--- src/rtl/kc_pkg.sv ---
// Shared types and constants for the keycode event path.
package kc_pkg;

  typedef enum logic [1:0] {
    EVT_PRESS   = 2'b01,
    EVT_RELEASE = 2'b10,
    EVT_REPEAT  = 2'b11
  } evt_type_t;

  typedef enum logic [1:0] {
    S_TRACK = 2'b00,
    S_REL   = 2'b01,
    S_PRS   = 2'b10
  } kc_state_t;

  localparam logic [7:0] KC_NONE  = 8'h00;
  localparam logic [7:0] KC_A     = 8'h04;
  localparam logic [7:0] KC_D     = 8'h07;
  localparam logic [7:0] KC_SPACE = 8'h2C;
  localparam logic [7:0] KC_LEFT  = 8'h50;
  localparam logic [7:0] KC_RIGHT = 8'h4F;

  function automatic logic is_left(input logic [7:0] code);
    return (code == KC_A) || (code == KC_LEFT);
  endfunction

  function automatic logic is_right(input logic [7:0] code);
    return (code == KC_D) || (code == KC_RIGHT);
  endfunction

endpackage

--- src/rtl/kc_event_fifo.sv ---
// First-word-through event FIFO; a push into a full FIFO without a
// simultaneous pop is dropped and counted.
module kc_event_fifo #(
  parameter int DEPTH = 8,
  parameter int WIDTH = 10
) (
  input  logic             clk,
  input  logic             rst_n,
  input  logic             i_push,
  input  logic [WIDTH-1:0] i_push_data,
  input  logic             i_pop,
  output logic             o_valid,
  output logic [WIDTH-1:0] o_data,
  output logic             o_overflow,
  output logic [7:0]       o_drop_count
);

  localparam int AW = $clog2(DEPTH);

  logic [WIDTH-1:0] r_mem [DEPTH];
  logic [AW:0]      r_wr_ptr;
  logic [AW:0]      r_rd_ptr;
  logic             r_overflow;
  logic [7:0]       r_drop_count;

  logic w_empty;
  logic w_full;
  logic w_pop;
  logic w_wr;
  logic w_drop;

  assign w_empty = (r_wr_ptr == r_rd_ptr);
  assign w_full  = (r_wr_ptr[AW] != r_rd_ptr[AW]) &&
                   (r_wr_ptr[AW-1:0] == r_rd_ptr[AW-1:0]);
  assign w_pop   = i_pop && !w_empty;
  // A pop in the same cycle frees the slot, so a full FIFO can still accept.
  assign w_wr    = i_push && (!w_full || w_pop);
  assign w_drop  = i_push && w_full && !w_pop;

  // Storage write; no reset so the array maps onto plain memory.
  always_ff @(posedge clk) begin
    if (w_wr) begin
      r_mem[r_wr_ptr[AW-1:0]] <= i_push_data;
    end
  end

  // Pointer, overflow flag and saturating drop counter.
  always_ff @(posedge clk) begin
    if (!rst_n) begin
      r_wr_ptr     <= '0;
      r_rd_ptr     <= '0;
      r_overflow   <= 1'b0;
      r_drop_count <= 8'd0;
    end else begin
      if (w_wr) begin
        r_wr_ptr <= r_wr_ptr + 1'b1;
      end
      if (w_pop) begin
        r_rd_ptr <= r_rd_ptr + 1'b1;
      end
      if (w_drop) begin
        r_overflow <= 1'b1;
        if (r_drop_count != 8'hFF) begin
          r_drop_count <= r_drop_count + 8'd1;
        end
      end
    end
  end

  assign o_valid      = !w_empty;
  assign o_data       = w_empty ? '0 : r_mem[r_rd_ptr[AW-1:0]];
  assign o_overflow   = r_overflow;
  assign o_drop_count = r_drop_count;

endmodule

--- src/rtl/keycode_event_decoder.sv ---
// Debounces the HID keycode, emits press/release/repeat events through a
// FIFO and produces frame-latched left/right movement levels.
module keycode_event_decoder
  import kc_pkg::*;
#(
  parameter int STABLE_CYCLES = 1000,
  parameter int FIFO_DEPTH    = 8,
  parameter int REPEAT_DELAY  = 15,
  parameter int REPEAT_RATE   = 4
) (
  input  logic       Clk,
  input  logic       Reset_n,
  input  logic [7:0] keycode,
  input  logic       frame_clk,
  output logic       evt_valid,
  output logic [9:0] evt_data,
  input  logic       evt_ready,
  output logic       move_left,
  output logic       move_right,
  output logic [7:0] accepted_code,
  output logic       overflow,
  output logic [7:0] drop_count
);

  localparam int             SW        = (STABLE_CYCLES > 1) ? $clog2(STABLE_CYCLES) : 1;
  localparam logic [SW-1:0]  STAB_MAX  = SW'(STABLE_CYCLES - 1);
  localparam logic [7:0]     RPT_FIRST = 8'(REPEAT_DELAY);
  localparam logic [7:0]     RPT_NEXT  = 8'(REPEAT_DELAY + REPEAT_RATE);

  logic [7:0]    r_cand;
  logic [SW-1:0] r_stab_cnt;
  kc_state_t     r_state;
  logic [7:0]    r_acc;
  logic [7:0]    r_old;
  logic [7:0]    r_new;
  logic          r_fc;
  logic          r_fc_d;
  logic          r_move_left;
  logic          r_move_right;
  logic [7:0]    r_rpt_cnt;
  logic          r_rpt_pend;

  logic          w_commit;
  logic          w_tick;
  logic [7:0]    w_rpt_inc;
  logic          w_fire;
  logic          w_fsm_push;
  logic          w_rpt_push;
  logic          w_push;
  logic [9:0]    w_push_data;

  // Candidate register and stability counter (reset on any change of the candidate).
  always_ff @(posedge Clk) begin
    if (!Reset_n) begin
      r_cand     <= KC_NONE;
      r_stab_cnt <= '0;
    end else begin
      r_cand <= keycode;
      if (keycode != r_cand) begin
        r_stab_cnt <= '0;
      end else if (r_stab_cnt != STAB_MAX) begin
        r_stab_cnt <= r_stab_cnt + 1'b1;
      end
    end
  end

  assign w_commit = (r_stab_cnt == STAB_MAX) && (r_cand != r_acc) && (r_state == S_TRACK);

  // Event sequencer: release of the old key, then press of the new key.
  always_ff @(posedge Clk) begin
    if (!Reset_n) begin
      r_state <= S_TRACK;
      r_acc   <= KC_NONE;
      r_old   <= KC_NONE;
      r_new   <= KC_NONE;
    end else begin
      case (r_state)
        S_TRACK: begin
          if (w_commit) begin
            r_old   <= r_acc;
            r_new   <= r_cand;
            r_acc   <= r_cand;
            r_state <= (r_acc != KC_NONE) ? S_REL : S_PRS;
          end
        end
        S_REL:   r_state <= (r_new != KC_NONE) ? S_PRS : S_TRACK;
        S_PRS:   r_state <= S_TRACK;
        default: r_state <= S_TRACK;
      endcase
    end
  end

  assign w_tick    = r_fc && !r_fc_d;
  assign w_rpt_inc = (r_rpt_cnt == 8'hFF) ? 8'hFF : r_rpt_cnt + 8'd1;
  assign w_fire    = w_tick && (r_acc == KC_SPACE) &&
                     ((w_rpt_inc == RPT_FIRST) || (w_rpt_inc == RPT_NEXT));

  // Frame edge detect, movement latches and shoot-key auto-repeat timing.
  always_ff @(posedge Clk) begin
    if (!Reset_n) begin
      r_fc         <= 1'b0;
      r_fc_d       <= 1'b0;
      r_move_left  <= 1'b0;
      r_move_right <= 1'b0;
      r_rpt_cnt    <= 8'd0;
      r_rpt_pend   <= 1'b0;
    end else begin
      r_fc   <= frame_clk;
      r_fc_d <= r_fc;
      if (w_tick) begin
        r_move_left  <= is_left(r_acc);
        r_move_right <= is_right(r_acc);
      end
      if (r_acc != KC_SPACE) begin
        r_rpt_cnt <= 8'd0;
      end else if (w_tick) begin
        // After the first repeat the counter cycles between DELAY and DELAY+RATE.
        r_rpt_cnt <= (w_rpt_inc == RPT_NEXT) ? RPT_FIRST : w_rpt_inc;
      end
      r_rpt_pend <= (r_rpt_pend && !w_rpt_push) || w_fire;
    end
  end

  // FIFO write source: sequencer pushes take priority over a pending repeat.
  always_comb begin
    w_fsm_push  = (r_state == S_REL) || (r_state == S_PRS);
    w_rpt_push  = r_rpt_pend && !w_fsm_push;
    w_push      = w_fsm_push || w_rpt_push;
    w_push_data = {EVT_REPEAT, KC_SPACE};
    if (r_state == S_REL) begin
      w_push_data = {EVT_RELEASE, r_old};
    end else if (r_state == S_PRS) begin
      w_push_data = {EVT_PRESS, r_new};
    end
  end

  kc_event_fifo #(
    .DEPTH (FIFO_DEPTH),
    .WIDTH (10)
  ) u_fifo (
    .clk          (Clk),
    .rst_n        (Reset_n),
    .i_push       (w_push),
    .i_push_data  (w_push_data),
    .i_pop        (evt_ready),
    .o_valid      (evt_valid),
    .o_data       (evt_data),
    .o_overflow   (overflow),
    .o_drop_count (drop_count)
  );

  assign move_left     = r_move_left;
  assign move_right    = r_move_right;
  assign accepted_code = r_acc;

endmodule

--- config.mk ---
export PLATFORM = sky130hd
export DESIGN_NAME = keycode_event_decoder
export DESIGN_NICKNAME = d
export VERILOG_FILES = /design/src/rtl/kc_pkg.sv /design/src/rtl/kc_event_fifo.sv /design/src/rtl/keycode_event_decoder.sv
export SDC_FILE = /design/constraint.sdc
export NUM_CORES = 1
export LEC_CHECK = 0
export BUFFER_PORTS_ARGS = -buffer_cell sky130_fd_sc_hd__buf_2
export CAP_MARGIN = 10
export CORE_MARGIN = 3
export CORE_UTILIZATION = 60
export CTS_CLUSTER_SIZE = 8
export DETAILED_ROUTE_END_ITERATION = 8
export PLACE_DENSITY_LB_ADDON = 0.3
export SETUP_SLACK_MARGIN = 0.3
export SLEW_MARGIN = 10
export SYNTH_ARGS = -nofsm -noshare
export SYNTH_HDL_FRONTEND = slang
export SYNTH_HIERARCHICAL = 1
export SYNTH_SLANG_ARGS = --single-unit
--- constraint.sdc ---
create_clock -name Clk -period 8.05 [get_ports Clk]
set_clock_uncertainty 0.05 [all_clocks]
set_input_delay 0 -clock Clk [delete_from_list [all_inputs] [get_ports Clk]]
set_output_delay 0 -clock Clk [all_outputs]
set_load 0.02 [all_outputs]
==> qor.yml <==
worst_setup_path:
  worst-r2r-cell-count: 4
  end_kind: "output port"
  ff2ff_setup_slack_ns: 4.95
  rr_endpoint: "u_fifo/r_mem[1][3]"
  crit_path_max_fanout: 15
  start_kind: "flop"
  r2r-start: "u_fifo/r_wr_ptr[2]"
  path_class: "reg2out"
  required_ns: 8.00
  cp.arrival_ns: 3.20
yosys:
  synthCells: 559
  async_flop_share: 0
  yosys.cell_types.count: 56
  yosysSeqAreaShare: 0.575
  netlist_top_cells_area: "edfxtp_1 (36%), dfxtp_1 (21%), mux4_2 (6.8%)"
  synth_top_area_share: 0.365
  ys_warn_count: 6
  ys_ff_latch: 149
  syn_area_um2: 6580
  synth_edf_count: 80
  yosysTopAreaCell: "edfxtp_1"
  synth_most_common_cell: "edfxtp_1"
  synth_area_per_cell_um2: 11.8
  synth_fp_nets: 579
  synth_common_cells: "edfxtp_1 (80), dfxtp_1 (69), nand2_1 (48)"
  synth_ff_type: "edfxtp_1"
grt:
  grt_pass1_vias: 4190
  grt_pass1_wl_mm: 21.5
  grt_antenna_before_repair: 0
  grt_max_degree: 64
  grtUsageTotal: 0.221
  grt-ovfl-total: 0
placement:
  hpwlAfterDp_mm: 8.21
  place_congestion: 0.794
  dp.cells: 705
  port_buffers: 41
drt:
  ant_nets: 0
  drc: 0
  first_pass_iters: 5
  drtIter0Drc: 216
  routed_wl_mm: 13.0
  vias: 4399
  wire_per_inst_um: 17.4
  viasPerCell: 5.89
sta:
  setup_viol: 0
  max_freq_mhz: 308
  finalCritPeriodShare: 0.404
  rsz0062_at_grt: "false"
  finalCriticalPeriod_ns: 3.25
  hold_violations: 0
  relSlewSlack: 0.193
  hold_slack_ns: 0.0455
  final.setup.tns_ns: 0
  worst_pin_slew_ns: 1.20
  slew_violations: 0
finish:
  finish.utilization: 0.721
  multiInputGateArea_um2: 2610
  final_nets: 618
  instances_no_fill: 747
  seq_area_um2: 3780
  diodes: 0
  drive_above_1_share: 0.185
  area_delta_synth_final_pct: 15.1
  fill_cells: 703
clock_tree:
  cts.clk_slew.worst_paths_ns: 0.06
  ctsHoldBuffers: 10
  ctsResizeCount: 0
  root_buffer: "clkbuf_8"
  cts.sinks: 149
  clk_latency_ns: 0.53
  h-tree-depth: 4
  numCtsBuffers: 17
  cts_tree: "built"
  clock_path_buffers: 2
  postCtsSetupBuffers: 0
power_and_ir_drop:
  power.density_nw_per_um2: 215
  leakagePower_uw: 0.00261
  ir_worst_vdd_mv: 0.169
  p_total_uw: 1630
die:
  rows: 37
  coreArea_um2: 10500
  die_width_um: 111
  start_util: 0.626
  io_pins: 42
  dieArea_um2: 12300
  die_h_um: 111
status:
  outcome: "completed"
min_path:
  hp-class: "in2reg"
  hold_start: "Reset_n"
  whs_path_depth: 3
  hold_end: "u_fifo/o_overflow"
job:
  maxCapViolCount: 0
## worst max-delay path by stage
stage | startpoint | end | slack, ns | depth (start not counted)
after floorplan | u_fifo/r_wr_ptr[1] | u_fifo/r_mem[4][0] | 5.38 | 6
after global placement | u_fifo/r_wr_ptr[0] | u_fifo/r_mem[4][8] | 5.12 | 4
after detailed placement | u_fifo/r_wr_ptr[0] | u_fifo/r_mem[4][6] | 5.02 | 4
after CTS | u_fifo/r_wr_ptr[0] | evt_data[9] | 4.87 | 5
after global routing | u_fifo/r_wr_ptr[1] | evt_data[9] | 4.61 | 5
final | u_fifo/r_wr_ptr[0] | evt_data[9] | 4.80 | 5
## state kept, by name, indices dropped and copies added (netlist names), named ones only
signal               flops
r_cand                   8
u_fifo/o_overflow        1
u_fifo/r_rd_ptr          4
u_fifo/r_wr_ptr          4
move_left                1
move_right               1
u_fifo/o_drop_count      8
r_rpt_pend               1
r_rpt_cnt                8
r_new                    8
r_stab_cnt              10
r_old                    8
u_fifo/r_mem            80
r_fc_d                   1
r_state                  2
r_fc                     1
## power breakdown
group | switching (uW) | internal, uW | leakage [uW]
clock | 314 | 490 | 0.000305
sequential | 2.77 | 795 | 0.00125
combinational | 14.3 | 11.6 | 0.00105
## critical path: stages (launching register included)
cell and delay [ns]:
dfxtp_1 0.61, xor2_1 0.20, or3_1 0.61, nor2_1 0.84
nor2_1 0.20, buf_2 0.22
## cell type report
class | instances | area share
clock inverter | 12 | 0.0180
tap | 136 | 0.0225
sequential | 149 | 0.500
clock buffer | 20 | 0.0631
timing repair buffer | 55 | 0.0443
multi-input combinational | 359 | 0.345
inverter | 16 | 0.00793
## cells by family after synthesis
logic type | Yosys count | synth area share
and+or+nand+nor | 205 | 0.163
DFF | 149 | 0.575
AOI/OAI and AO/OA | 80 | 0.0798
buffers and inverters | 51 | 0.0338
muxes | 36 | 0.0928
xor gates and xnor gates | 30 | 0.0411
adders and majority gates | 8 | 0.0152
## routing by layer
| metal | vias to the layer above | GRT usage | wire length [um] |
|---|---|---|---|
| met5 | - | 0 | 0 |
| met4 | 0 | 0.0813 | 223 |
| met3 | 21 | 0.0469 | 726 |
| met2 | 134 | 0.358 | 6380 |
| met1 | 2102 | 0.297 | 5680 |
| li1 | 2142 | - | - |
## stage by stage
step	cell area, um^2	setup WS (ns)
6_report	7570	4.80
3_5_place_dp	6850	5.02
5_1_grt	7570	4.61
3_3_place_gp	6850	5.12
4_1_cts	7560	4.87
2_1_floorplan	6580	5.38
## placed cells by master (no fill, tap or decap), types with 18 or more instances in the layout
master     synthesis  routed
buf_2              5      41
clkbuf_16          0      18
dfxtp_1           69      69
edfxtp_1          80      80
mux4_2            20      20
nand2_1           48      48
nand3_1           30      30
nor2_1            39      39
o21ai_0           28      28
xor2_1            24      24
(Power assumes the default switching activity.)
